==> config.mk <==
export PLATFORM = sky130hd
export DESIGN_NAME = minmax_window_stats
export DESIGN_NICKNAME = d
export VERILOG_FILES = /design/src/rtl/minmax_window_stats.sv
export SDC_FILE = /design/constraint.sdc
export NUM_CORES = 1
export LEC_CHECK = 0
export ABC_AREA = 1
export CORE_MARGIN = 2
export CORE_UTILIZATION = 55
export DETAILED_ROUTE_END_ITERATION = 10
export PLACE_DENSITY = 0.82
export SYNTH_ARGS = -nofsm -noshare
export SYNTH_HDL_FRONTEND = slang
export SYNTH_SLANG_ARGS = --single-unit
==> constraint.sdc <==
create_clock -name clk -period 4.92 [get_ports clk]
set_input_delay 1.476 -clock clk [delete_from_list [all_inputs] [get_ports clk]]
set_output_delay 1.476 -clock clk [all_outputs]
set_load 0.03 [all_outputs]
==> src/rtl/minmax_window_stats.sv <==
// minmax_window_stats
// Windowed amplitude statistics behind a registered running min/max tracker.
// The block drives the tracker's reset to frame fixed-length sample windows.
// At the end of each window it captures xmin/xmax and produces three results:
// peak-to-peak, a floored midpoint (DC offset) and a full-scale clip flag.
// The results are held behind a valid/ready handshake.
//
// Ports:
//   clk, reset    single clock; synchronous active-high reset
//   enable        run windows while high; low aborts the current window
//   wlen          window length in samples (0 behaves as 1), applied per window
//   xmin, xmax    signed running extremes from the tracker
//   mm_reset      tracker reset, decoded from the registered state
//   ptp           xmax - xmin of the last window (unsigned, width+1 bits)
//   mid           floor((xmax + xmin) / 2) of the last window (signed)
//   clip          last window touched a full-scale code
//   valid, ready  result handshake
//   overrun       sticky: an unread result was overwritten
module minmax_window_stats #(
  parameter int width = 14,
  parameter int cw    = 16
) (
  input  logic                    clk,
  input  logic                    reset,
  input  logic                    enable,
  input  logic [cw-1:0]           wlen,
  input  logic signed [width-1:0] xmin,
  input  logic signed [width-1:0] xmax,
  output logic                    mm_reset,
  output logic [width:0]          ptp,
  output logic signed [width-1:0] mid,
  output logic                    clip,
  output logic                    valid,
  input  logic                    ready,
  output logic                    overrun
);

  typedef enum logic [1:0] {IDLE, CLEAR, ACCUM, LATCH} state_t;

  localparam logic signed [width-1:0] FS_POS = {1'b0, {(width-1){1'b1}}};
  localparam logic signed [width-1:0] FS_NEG = {1'b1, {(width-1){1'b0}}};

  // xmax >= xmin always holds, so the width+1 bit difference never overflows.
  function automatic logic [width:0] calc_ptp(input logic signed [width-1:0] hi,
                                              input logic signed [width-1:0] lo);
    logic [width:0] d;
    d = {hi[width-1], hi} - {lo[width-1], lo};
    return d;
  endfunction

  // Arithmetic shift of the width+1 bit sum floors toward minus infinity.
  function automatic logic signed [width-1:0] calc_mid(input logic signed [width-1:0] hi,
                                                       input logic signed [width-1:0] lo);
    logic signed [width:0] s;
    s = $signed({hi[width-1], hi}) + $signed({lo[width-1], lo});
    s = s >>> 1;
    return $signed(s[width-1:0]);
  endfunction

  function automatic logic calc_clip(input logic signed [width-1:0] hi,
                                     input logic signed [width-1:0] lo);
    return (hi == FS_POS) || (lo == FS_NEG);
  endfunction

  function automatic logic [cw-1:0] eff_len(input logic [cw-1:0] l);
    return (l == '0) ? cw'(1) : l;
  endfunction

  state_t                  state_q, state_d;
  logic [cw-1:0]           cnt_q, cnt_d;
  logic [cw-1:0]           len_q, len_d;
  logic [width:0]          ptp_q, ptp_d;
  logic signed [width-1:0] mid_q, mid_d;
  logic                    clip_q, clip_d;
  logic                    valid_q, valid_d;
  logic                    overrun_q, overrun_d;
  logic                    load;

  // Window sequencing, result capture and handshake
  always_comb begin
    state_d   = state_q;
    cnt_d     = cnt_q;
    len_d     = len_q;
    ptp_d     = ptp_q;
    mid_d     = mid_q;
    clip_d    = clip_q;
    valid_d   = valid_q;
    overrun_d = overrun_q;
    load      = 1'b0;

    case (state_q)
      IDLE: begin
        cnt_d = '0;
        if (enable) state_d = CLEAR;
      end
      CLEAR: begin
        len_d   = eff_len(wlen);
        cnt_d   = cw'(1);
        state_d = ACCUM;
      end
      ACCUM: begin
        if (cnt_q == len_q) state_d = LATCH;
        else                cnt_d   = cnt_q + cw'(1);
      end
      LATCH: begin
        len_d   = eff_len(wlen);
        cnt_d   = cw'(1);
        state_d = ACCUM;
        load    = 1'b1;
      end
      default: state_d = IDLE;
    endcase

    // Dropping enable abandons whatever window is in flight, including its load.
    if (!enable) begin
      state_d = IDLE;
      cnt_d   = '0;
      load    = 1'b0;
    end

    if (load) begin
      ptp_d   = calc_ptp(xmax, xmin);
      mid_d   = calc_mid(xmax, xmin);
      clip_d  = calc_clip(xmax, xmin);
      valid_d = 1'b1;
      if (valid_q && !ready) overrun_d = 1'b1;
    end else if (valid_q && ready) begin
      valid_d = 1'b0;
    end
  end

  always_ff @(posedge clk) begin
    if (reset) begin
      state_q   <= IDLE;
      cnt_q     <= '0;
      len_q     <= cw'(1);
      ptp_q     <= '0;
      mid_q     <= '0;
      clip_q    <= 1'b0;
      valid_q   <= 1'b0;
      overrun_q <= 1'b0;
    end else begin
      state_q   <= state_d;
      cnt_q     <= cnt_d;
      len_q     <= len_d;
      ptp_q     <= ptp_d;
      mid_q     <= mid_d;
      clip_q    <= clip_d;
      valid_q   <= valid_d;
      overrun_q <= overrun_d;
    end
  end

  // Pure decode of the registered state keeps the tracker reset glitch-free.
  assign mm_reset = (state_q != ACCUM);
  assign ptp      = ptp_q;
  assign mid      = mid_q;
  assign clip     = clip_q;
  assign valid    = valid_q;
  assign overrun  = overrun_q;

endmodule

==> out/summary.txt, run 1 <==
Main flop type after synthesis = dfxtp_1
Arr. time, crit path = 2100 ps
Top cells by area, synth = dfxtp_1, nand2_1, inv_1
Post-synth cell types = 31
First-pass DRT Iterations = 5
Max-slew violation count = 0
Initial antenna violation count = 0
Synth top area share = 27.0%
Total Neg Setup Slack = 0 ps
Slowest cell on crit path = clkdlybuf4s50_1
Post-Syn Instances = 800
Syn Area/Cell = 6.13 sq um
Critical path class = register to primary output
CTS tree = built
WHS Path Cells = 2
Cts hold-fix bufs = 0
Max FO, Critical Path = 33
Synthesized area = 4900 sq um
Total grt overflow = 0
DRT iter0 DRCs = 278
Die X = 98.4 um
Slew HR = 48.5%
Via count = 5170
Net Sw Frac = 33.7%
Routability Congestion = 0.954
Ant. Diodes = 0
R2R setup slack = 2870 ps
Gate power share = 23.0%
H-tree depth = 3
CP Buf/Inv Count = 4
Clock Path Buffers = 2
Power share of the clock group = 36.4%
Initial Utilization = 56.5%
Nets@finish = 946
R2R cell count = 7
# port buffers = 80
Util after Layout = 68.5%
Worst slew pin tran = 770 ps
Syn. warnings = 0
Critical Path RT = 3440 ps
Share of cells above drive strength 1 = 4.47%
Worst reg2reg endpoint = mid[5]$_SDFFE_PP0P_
Post-synth EDFFs = 0
Sequential area share after synthesis = 27.0%
Core area = 8680 sq um
Postcts setup bufs = 0
Synth cell count leaders = nand2_1, inv_1, nor2_1, dfxtp_1, nand3_1
Yosys top cell by area = dfxtp_1
WL/cell = 13.8 um
CTS sink cnt = 66
Crit path max-delay family = buffers and inverters
Leak = 2.86 nW
Max Cap Violations = 0
Clk root buf = clkbuf_8
Die area = 9680 sq um
Max IR drop VDD = 0.150 mV
Yosys reg bits = 66
Crit path time final = 3580 ps
Fmax = 279 MHz
Status = finished, final reports clean
Clock-pin slew on the worst setup and hold paths = 80 ps
Area growth syn-to-layout = 21.3%
Row count = 34
DR DRC count = 0
DP HPWL = 10400 um
Num CTS Buffers = 9
Crit-path max cell delay = 690 ps
Most frequent cell after synthesis = nand2_1
Antenna viol nets, final = 0
Internal power = 0.000908 W
Final Setup Violations = 0
Worst setup EP type = primary output
Hold Crit Start = mid[1]$_SDFFE_PP0P_
First-pass GRT wire length = 23000 um
Routed WL = 13600 um
Hold endpoint = mid[1]$_SDFFE_PP0P_
Crit-path most repeated cell = buf_4
Final Hold Fails = 0
Clock latency on the worst-skew pair = 360 ps
RSZ-0062 raised after global routing = no
Ys async rst share = 0%
Power per cell area = 230 nW/um^2
Switching power of the nets = 0.000461 W
CP cell instances = buf_4, nor2_1, buf_4, inv_1, clkdlybuf4s50_1
FF-to-FF Start = state_q[0]$_SDFFE_PP0P_
Part of the power in registers = 40.6%
IO Pins = 81
Vias in the first global route = 4913
Clock Skew = 17.5 ps
Worst min path class = register to register
CP startpoint kind = register
Vias/cell = 5.28
Period utilization = 72.8%
Post-cts sizing count = 0
GRT Total Usage = 29.1%
Height of the die = 98.4 um
Post-Syn Nets = 879
Largest net degree at the start of global routing = 45
[worst max path at each step]
stage                           to  cells after the start  slack (ps)               startpoint
2_1_floorplan  ptp[8]$_SDFFE_PP0P_                     11        2050                  xmax[0]
3_3_place_gp   mid[8]$_SDFFE_PP0P_                     10        1350                  xmin[4]
3_5_place_dp   ptp[8]$_SDFFE_PP0P_                     12        1350                  xmax[0]
4_1_cts                   mm_reset                      5        1330  state_q[0]$_SDFFE_PP0P_
5_1_grt                   mm_reset                      5        1220  state_q[0]$_SDFFE_PP0P_
6_report                  mm_reset                      5        1340  state_q[0]$_SDFFE_PP0P_
[cells by family after synthesis]
family	after synthesis	synth area share [%]
xor+xnor	13	2.32
flops	66	27.0
simple gates	394	34.3
compound gates	121	14.1
fa+ha+maj	31	8.22
buf+inv	175	14.1
[through the flow]
step / power [W] / setup slack [ps] / hold WS (ps) / instance area [sq um] / std cells
floorplan: 0.000773 / 2050 / 468 / 4900 / 800
CTS: 0.00137 / 1330 / 465 / 5950 / 980
global route: 0.00143 / 1220 / 476 / 5950 / 980
finish: 0.00137 / 1340 / 464 / 5950 / 980
global placement: 0.000870 / 1350 / 450 / 5740 / 964
detailed placement: 0.000877 / 1350 / 452 / 5740 / 964
[registers in the layout, indices dropped and copies added (netlist names)]
signal   cells
overrun      1
mid         14
cnt_q       16
ptp         15
state_q      2
len_q       16
valid        1
clip         1
[metal layers]
metal	global-route usage, %	up-vias	share of wire [%]
met5	0	-	0
met3	6.08	17	7.3
li1	-	2663	-
met4	6.11	0	1.1
met2	46.0	180	44
met1	41.0	2310	48
[cell type report]
class,instances,area [sq um]
tap,108,135
fill,801,2730
multi-input combinational,559,2890
timing repair buffer,84,843
clock buffer,9,124
inverter,147,552
clock inverter,7,82.6
sequential,66,1320
[layout by cell type, fill, tap and decap left out, drive strengths merged, types with 2 or more instances in the layout]
cell type      count
nand2            205
inv              151
nor2              90
clkdlybuf4s50     80
dfxtp             66
nand3             62
a21oi             60
o21ai             33
nand4             29
ha                29
o21a              13
xor2              12
o21bai            11
clkbuf             9
buf                4
o211ai             3
nor4               3
nor3               3
or2                2
fa                 2
clkinvlp           2
[worst reg2reg max path, cell delays in order (launching register included)]
cell	delay (ps)
dfxtp_1	320
buf_4	290
inv_2	130
nor3_4	660
buf_12	280
nand3_1	130
o211ai_1	90
inv_1	50
[power by group through the flow]
stage               clock (W)  sequential (W)  combinational [W]
detailed placement          0        0.000568           0.000309
global placement            0        0.000567           0.000303
global route         0.000525        0.000557           0.000352
finish               0.000499        0.000555           0.000315
floorplan                   0        0.000568           0.000205
CTS                  0.000505        0.000555           0.000311
(Power assumes the default switching activity.)
==> inputs of run 2 (changes only) <==
==> constraint.sdc (replaced) <==
create_clock -name clk -period 3.6 [get_ports clk]
set_input_delay 1.08 -clock clk [delete_from_list [all_inputs] [get_ports clk]]
set_output_delay 1.08 -clock clk [all_outputs]
set_load 0.03 [all_outputs]
==> run 2 against run 1 <==
  * Sequential share of layout area about the same
  * Die area did not move
  * Flip-flop and latch count stayed put
  * Critical path depth unchanged
  * Core utilization is 0.058 points higher
  * Non-clock buffer count increased by 2
  * Critical path type unchanged
==> out/summary.txt, run 2 (synthesis gave the netlist of run 1 again) <==
Power per cell area = 312 nW/um^2 (+36%)
Clock latency on the worst-skew pair = 350 ps (about the same)
Critical path class = register to primary output
Util after Layout = 68.6% (about the same)
Num CTS Buffers = 9 (unchanged)
Fill cells = 836 (+4.4%)
Initial antenna violation count = 0 (unchanged)
Core area = 8680 sq um (unchanged)
Height of the die = 98.4 um (unchanged)
Ant. Diodes = 0 (unchanged)
Gate power share = 23.1% (about the same)
Row count = 34 (unchanged)
Worst slew pin tran = 755 ps (-14.4 ps)
Final Hold Fails = 0 (unchanged)
Met2 WL = 5890 um (-1.0%)
Total grt overflow = 0 (unchanged)
Crit path time final = 2990 ps
DRT iter0 DRCs = 266 (-4.3%)
Postcts setup bufs = 0 (unchanged)
Arr. time, crit path = 1910 ps (-190 ps)
Critical Path RT = 2520 ps (-920 ps)
Max FO, Critical Path = 21 (-36%)
WL/cell = 13.6 um (-2.1%)
Switching power of the nets = 0.000615 W (+33%)
Max-slew violation count = 0 (unchanged)
Status = finished, final reports clean
Die area = 9680 sq um (unchanged)
Net Sw Frac = 33.1% (-0.59 points)
Max Used Layer = met4
Routed wl met3 = 940 um (-5.4%)
Largest net degree at the start of global routing = 33 (-27%)
Cts hold-fix bufs = 0 (unchanged)
Part of the power in registers = 40.9% (+0.3 points)
CTS sink cnt = 66 (unchanged)
H-tree depth = 3 (unchanged)
Period utilization = 83.1%
Most frequent cells in the layout = nand2_1, inv_1, nor2_1, clkdlybuf4s50_1, dfxtp_1
First-pass DRT Iterations = 5 (unchanged)
R2R cell count = 9 (+2)
DR DRC count = 0 (unchanged)
IO Pins = 81 (unchanged)
First-pass GRT wire length = 22700 um (-1.4%)
Post-cts sizing count = 0 (unchanged)
# placed instances = 966 (+0.21%)
Met1 WL = 6360 um (-2.0%)
CP startpoint kind = register
Worst min path class = register to register
DP Worst Slack = 382 ps (-968 ps)
WHS Path Cells = 2 (unchanged)
Final Setup Violations = 0 (unchanged)
Slew HR = 49.6% (+1.1 points)
Share of cells above drive strength 1 = 4.69% (+0.22 points)
PnR worst setup slack = 610 ps (-730 ps)
Die X = 98.4 um (unchanged)
Clock-pin slew on the worst setup and hold paths = 80 ps (about the same)
Initial Utilization = 56.5% (unchanged)
Routed WL = 13300 um (-1.9%)
DP HPWL = 10400 um (+0.32%)
Worst setup EP type = primary output
Total Neg Setup Slack = 0 ps (unchanged)
RSZ-0062 raised after global routing = no
Max IR drop VDD = 0.192 mV (+28%)
Via count = 5157 (-0.25%)
# port buffers = 80 (unchanged)
Commonest non-fill, non-tap cell in the layout = nand2_1
Leak = 2.88 nW (+0.53%)
Internal power = 0.00124 W (+37%)
Vias/cell = 5.25 (-0.45%)
Clk root buf = clkbuf_8
Clock Path Buffers = 2 (unchanged)
CTS tree = built
Max Cap Violations = 0 (unchanged)
Vias in the first global route = 4769 (-2.9%)
Final Non-Filler Cells = 982 (+0.20%)
Antenna viol nets, final = 0 (unchanged)
Area growth syn-to-layout = 21.4% (about the same)
Power share of the clock group = 36.1% (-0.3 points)
GRT Total Usage = 28.7% (-0.33 points)
Nets@finish = 948 (+0.21%)
Fmax = 334 MHz
Routability Congestion = 0.987 (+3.4%)
Clock Skew = 12.9 ps (-4.57 ps)
==> run 2: layout make-up <==
type                    count  area [sq um]  share of cell area (%)
well taps                 108           135                    2.27
inverters                 147           552                    9.27
clock inverters             7          85.1                    1.43
flip-flops and latches     66          1320                    22.2
clock buffers               9           124                    2.08
repair buffers             86           846                    14.2
multi-input cells         559          2890                    48.5
==> run 2: worst paths after layout <==
kind | from | endpoint | slack [ps]
worst max register to register | cnt_q[5]$_SDFFE_PP0P_ | cnt_q[0]$_SDFFE_PP0P_ | 1790
worst min register to register | mid[1]$_SDFFE_PP0P_ | mid[1]$_SDFFE_PP0P_ | 480
worst min-delay path | mid[1]$_SDFFE_PP0P_ | mid[1]$_SDFFE_PP0P_ | 480
worst max-delay path | state_q[1]$_SDFFE_PP0P_ | mm_reset | 610
==> run 2: power by group through the flow <==
stage               clock (W)  sequential, W  combinational [W]
global placement            0       0.000775           0.000415
floorplan                   0       0.000776           0.000280
finish               0.000670       0.000759           0.000428
CTS                  0.000679       0.000759           0.000424
detailed placement          0       0.000776           0.000422
global route         0.000709       0.000761           0.000483
==> run 2: layer usage <==
layer	vias up	GRT usage, %
met2	177	45.5
met1	2309	41.4
li1	2660	-
met3	11	4.37
met5	-	0
met4	0	6.43
==> run 2: through the flow <==
stage | total power (W) | cell area (sq um) | hold slack, ps
floorplan | 0.00106 | 4900 | 468
global placement | 0.00119 | 5740 | 449
detailed placement | 0.00120 | 5740 | 466
CTS | 0.00186 | 5950 | 478
global route | 0.00195 | 5950 | 506
finish | 0.00186 | 5950 | 475
==> run 2: critical path, cell delays in order, from the launching register on <==
cell             delay (ps)
dfxtp_1                 340
inv_1                    80
nor2_1                  120
buf_4                   260
inv_1                   140
clkdlybuf4s50_1         610
==> variant 1 (config.mk and constraints of run 2) <==
Put one more register stage on the output `overrun`, cleared by the reset. The value now appears one clock later. The other outputs are not delayed to match.
--- a/src/rtl/minmax_window_stats.sv
+++ b/src/rtl/minmax_window_stats.sv
@@ -159,3 +159,9 @@
   assign valid    = valid_q;
-  assign overrun  = overrun_q;
+  always_ff @(posedge clk) begin
+    if (reset) begin
+      overrun <= '0;
+    end else begin
+      overrun <= overrun_q;
+    end
+  end
 
Check against the original RTL: not equivalent (a bounded check fails within 10 cycles, from zero or initial values and one cycle with reset high).
==> variant 1 against run 2 <==
Design area rose by 1.2%. Synthesized area rose by 0.77%. Worst setup slack worse by 30 ps. Global-route usage grew 0.40 points. Wire length increased by 3.7%. Sequential cell count is 1 higher. Count of clock-buffer cells in the layout stayed put. Worst hold slack got worse by 30 ps. Maximum frequency is 0.99% lower. Final cell count increased by 0.61%. Power increased by 1.6%. Largest cell class unchanged.
==> variant 1: results (changes against run 2) <==
[outcome]
status = complete, no violations  ; unchanged

[drt]
wirelength_um = 13800  ; was 13300 um
route.met2.wl_um = 5940  ; was 5890 um
vias_per_cell = 5.29  ; was 5.25
met1Wirelength_um = 6900  ; was 6360 um
drt_first_iter_violations = 291  ; was 266
met3WireLength_um = 750  ; was 940 um

[place]
gp_congestion = 0.957  ; was 0.987
placed_cells = 972  ; was 966
placed_area_um2 = 5810  ; was 5740 um^2
pre_cts_slack_ps = 418  ; was 382 ps
dpl.hpwl_um = 10600  ; was 10400 um

[min_path]
hold_path_end = overrun  ; was mid[1]
holdCritStartpoint = overrun_q  ; was mid[1]
whs_path_depth = 2  ; unchanged

[timing]
post-route-period-util_pct = 83.9  ; was 83.1%
skew_ps = 10.2  ; was 12.9 ps
holdWs_ps = 445  ; was 475 ps
max_slew_margin_pct = 56.3  ; was 49.6%

[synth]
ys_seq_area_share_pct = 27.2  ; was 27.0%
synth_xor_area_share_pct = 2.31  ; was 2.32%
netlist_top_cells_area = dfxtp_1 (27%), nand2_1 (16%), inv_1 (11%)  ; unchanged
synth_compound_area_share_pct = 14.2  ; was 14.1%
syn_nets = 882  ; was 879
syn_avg_cell_area_um2 = 6.15  ; was 6.13 um^2
ys_warn_count = 0  ; unchanged
synth.top_cells.by_count = nand2_1 (204), inv_1 (143), nor2_1 (86)  ; was nand2_1 (204), inv_1 (139), nor2_1 (87)
synth-adder-area-share_pct = 8.16  ; was 8.22%
yosysUniqueCellTypes = 32  ; was 31

[final_layout]
fin_cells = 988  ; was 982
fin_nets = 954  ; was 948
drive_above_1_share_pct = 4.77  ; was 4.69%

[setup_path]
cp.arrival_ps = 1940  ; was 1910 ps
rr_endpoint = clip  ; was cnt_q[0]
cp_max_fo = 21  ; unchanged
rr_worst_depth = 7  ; was 9
reg2reg_slack_ps = 1650  ; was 1790 ps
rr_startpoint = state_q[0]  ; was cnt_q[5]
slowest_stage = clkdlybuf4s50_1  ; unchanged

[pwr]
peakVddDrop_uv = 162  ; was 192 uV
clkPwrFrac_pct = 36.2  ; was 36.1%
leakagePower_nw = 2.91  ; was 2.88 nW
p_switching_w = 0.000634  ; was 0.000615 W

[grt]
grt_pass1_wl_um = 23100  ; was 22700 um
grt_pass1_vias = 4913  ; was 4769
gr-usage-met2_pct = 45.7  ; was 45.5%
track_usage_pct = 29.1  ; was 28.7%
grt.met3_usage_pct = 4.11  ; was 4.37%
use_met1_pct = 41.7  ; was 41.4%

## variant 1: kinds of logic (layout without fill, tap and decap cells)
group	Yosys count	after routing
AOI/OAI and AO/OA	122	122
DFF	67	67
xor gates and xnor gates	13	13
and+or+nand+nor	393	393
adders and majority gates	31	31
buffers and inverters	177	254
## variant 1: tightest hold or removal path: stages (launching register included)
cell	delay (ps)
dfxtp_1	310
inv_1	60
nor2_1	40
## variant 1: power by group through the flow
stage               Combinational, W  Sequential, W  Clock, W
global placement            0.000419       0.000787         0
finish                      0.000432       0.000772  0.000683
global route                0.000485       0.000773  0.000718
floorplan                   0.000281       0.000788         0
detailed placement          0.000424       0.000788         0
CTS                         0.000427       0.000771  0.000689
## variant 1: layout make-up
cell class | instances | area (um^2)
fill | 815 | 2700
tap | 108 | 135
multi-input combinational | 559 | 2900
timing repair buffer | 89 | 881
sequential | 67 | 1340
clock buffer | 9 | 124
clock inverter | 7 | 83.8
inverter | 149 | 559
==> variant 2 (flow settings as in run 2) <==
Made on the original files. `cw`: 16 -> 18.
--- a/src/rtl/minmax_window_stats.sv
+++ b/src/rtl/minmax_window_stats.sv
@@ -20,3 +20,3 @@
   parameter int width = 14,
-  parameter int cw    = 16
+  parameter int cw    = 18
 ) (
Ports: changed (resized wlen); port bits go from 81 to 83. No check against the original RTL was run, so the function may have changed too.
==> variant 2 against run 2 <==
Worst hold slack improved by 3.4 ps. Power increased by 9.6%. Wire length is 0.62% lower. Synthesized area up 1.1%. Design area increased by 2.3%. Worst setup slack improved by 54 ps. Count of clock-buffer cells in the layout is 2 higher. Critical endpoint is now ptp[9]. Sequential cell count is 4 higher. Critical path depth up 7. Critical path type is now in -> reg.
==> variant 2: results (changes against run 2) <==
[place]
portBuffers = 82  ; was 80
dpl.hpwl_um = 10100  ; was 10400 um
placed_cells = 952  ; was 966
pre_cts_slack_ps = 308  ; was 382 ps
gp_congestion = 0.932  ; was 0.987

[final_layout]
fin_cells = 968  ; was 982
drive_above_1_share_pct = 5.00  ; was 4.69%
fin_nets = 936  ; was 948

[synth]
syn_nets = 862  ; was 879
yosysUniqueCellTypes = 37  ; was 31
netlist_top_cells_area = dfxtp_1 (28%), nand2_1 (14%), inv_1 (8.5%)  ; was dfxtp_1 (27%), nand2_1 (16%), inv_1 (11%)
ys_seq_area_share_pct = 28.3  ; was 27.0%
synth.top_cells.by_count = nand2_1 (187), inv_1 (112), nor2_1 (98)  ; was nand2_1 (204), inv_1 (139), nor2_1 (87)
syn_avg_cell_area_um2 = 6.34  ; was 6.13 um^2
async_flop_share_pct = 0  ; unchanged

[pwr]
leakagePower_nw = 2.81  ; was 2.88 nW
peakVddDrop_uv = 176  ; was 192 uV

[drt]
drt_first_iter_violations = 365  ; was 266
vias_per_cell = 5.32  ; was 5.25
wl_per_cell_um = 13.7  ; was 13.6 um

[grt]
grt_max_degree = 28  ; was 33
antenna_found_initial = 0  ; unchanged
track_usage_pct = 27.7  ; was 28.7%
grt_pass1_wl_um = 22400  ; was 22700 um

[min_path]
hp-class = reg -> reg  ; unchanged

[timing]
skew_ps = 14.4  ; was 12.9 ps
tightest_slew_ps = 545  ; was 755 ps

[setup_path]
max_stage_delay_ps = 630  ; was 610 ps
cp.arrival_ps = 3180  ; was 1910 ps

[outcome]
status = complete, no violations  ; unchanged

[cts]
clkSlewWorstSetupHoldPaths_ps = 80  ; about the same

-- variant 2: changes by cell type after synthesis, moves of 8 or more --
cell     before  now
nor2_1       87   98
a21oi_1      56   48
inv_1       139  112
nand4_1      29   18
o21ai_0      28   40
nand2_1     204  187
nand3_1      62   48
-- variant 2: area by class of cell --
| cell class | count | area, um^2 |
|---|---|---|
| Clock buffer | 11 | 141 |
| Clock inverter | 5 | 106 |
| Fill cell | 748 | 2640 |
| Inverter | 121 | 455 |
| Multi-Input combinational cell | 562 | 2960 |
| Sequential cell | 70 | 1400 |
| Tap cell | 108 | 135 |
| Timing Repair Buffer | 91 | 888 |
-- variant 2: layer usage --
layer / part of all wire (%) / up-vias / track usage, %
li1: - / 2636 / -
met1: 48 / 2307 / 39.1
met2: 44 / 190 / 44.2
met4: 1.3 / 0 / 8.01
met3: 6.4 / 17 / 4.04
met5: 0 / - / 0
-- variant 2: cell families (layout without fill, tap and decap cells) --
group / count (synthesis) / in the layout / synth area share (%)
DFF: 70 / 70 / 28.3
xor gates and xnor gates: 21 / 21 / 3.71
buffers and inverters: 149 / 228 / 12.1
adders and majority gates: 31 / 31 / 8.13
AOI/OAI and AO/OA: 126 / 126 / 14.5
and+or+nand+nor: 384 / 384 / 33.3
-- variant 2: path summary, 6_finish.rpt --
kind         startpoint  endpoint  slack [ps]
max reg2reg    cnt_q[3]  cnt_q[3]        1720
min reg2reg      ptp[2]    ptp[2]         480
max             xmin[1]    ptp[9]         660
min              ptp[2]    ptp[2]         480
-- variant 2: worst min-delay path: stages, from the launching register on --
cell and delay (ps):
dfxtp_1 320, nand2_1 60, a21oi_1 60
-- variant 2: power breakdown --
| group | switching (W) | total (W) | internal, W |
|---|---|---|---|
| Sequential | 0.0000128 | 0.000804 | 0.000791 |
| Clock | 0.000319 | 0.000800 | 0.000481 |
| Combinational | 0.000262 | 0.000430 | 0.000169 |
-- variant 2: stage by stage --
stage | power (W) | hold WS, ps | util (%) | area [um^2]
floorplan | 0.00109 | 444 | - | 4950
global placement | 0.00123 | 448 | 66.9 | 5840
detailed placement | 0.00124 | 470 | 66.9 | 5840
CTS | 0.00204 | 482 | 69.8 | 6090
global route | 0.00212 | 490 | 69.8 | 6090
finish | 0.00203 | 479 | 69.8 | 6090
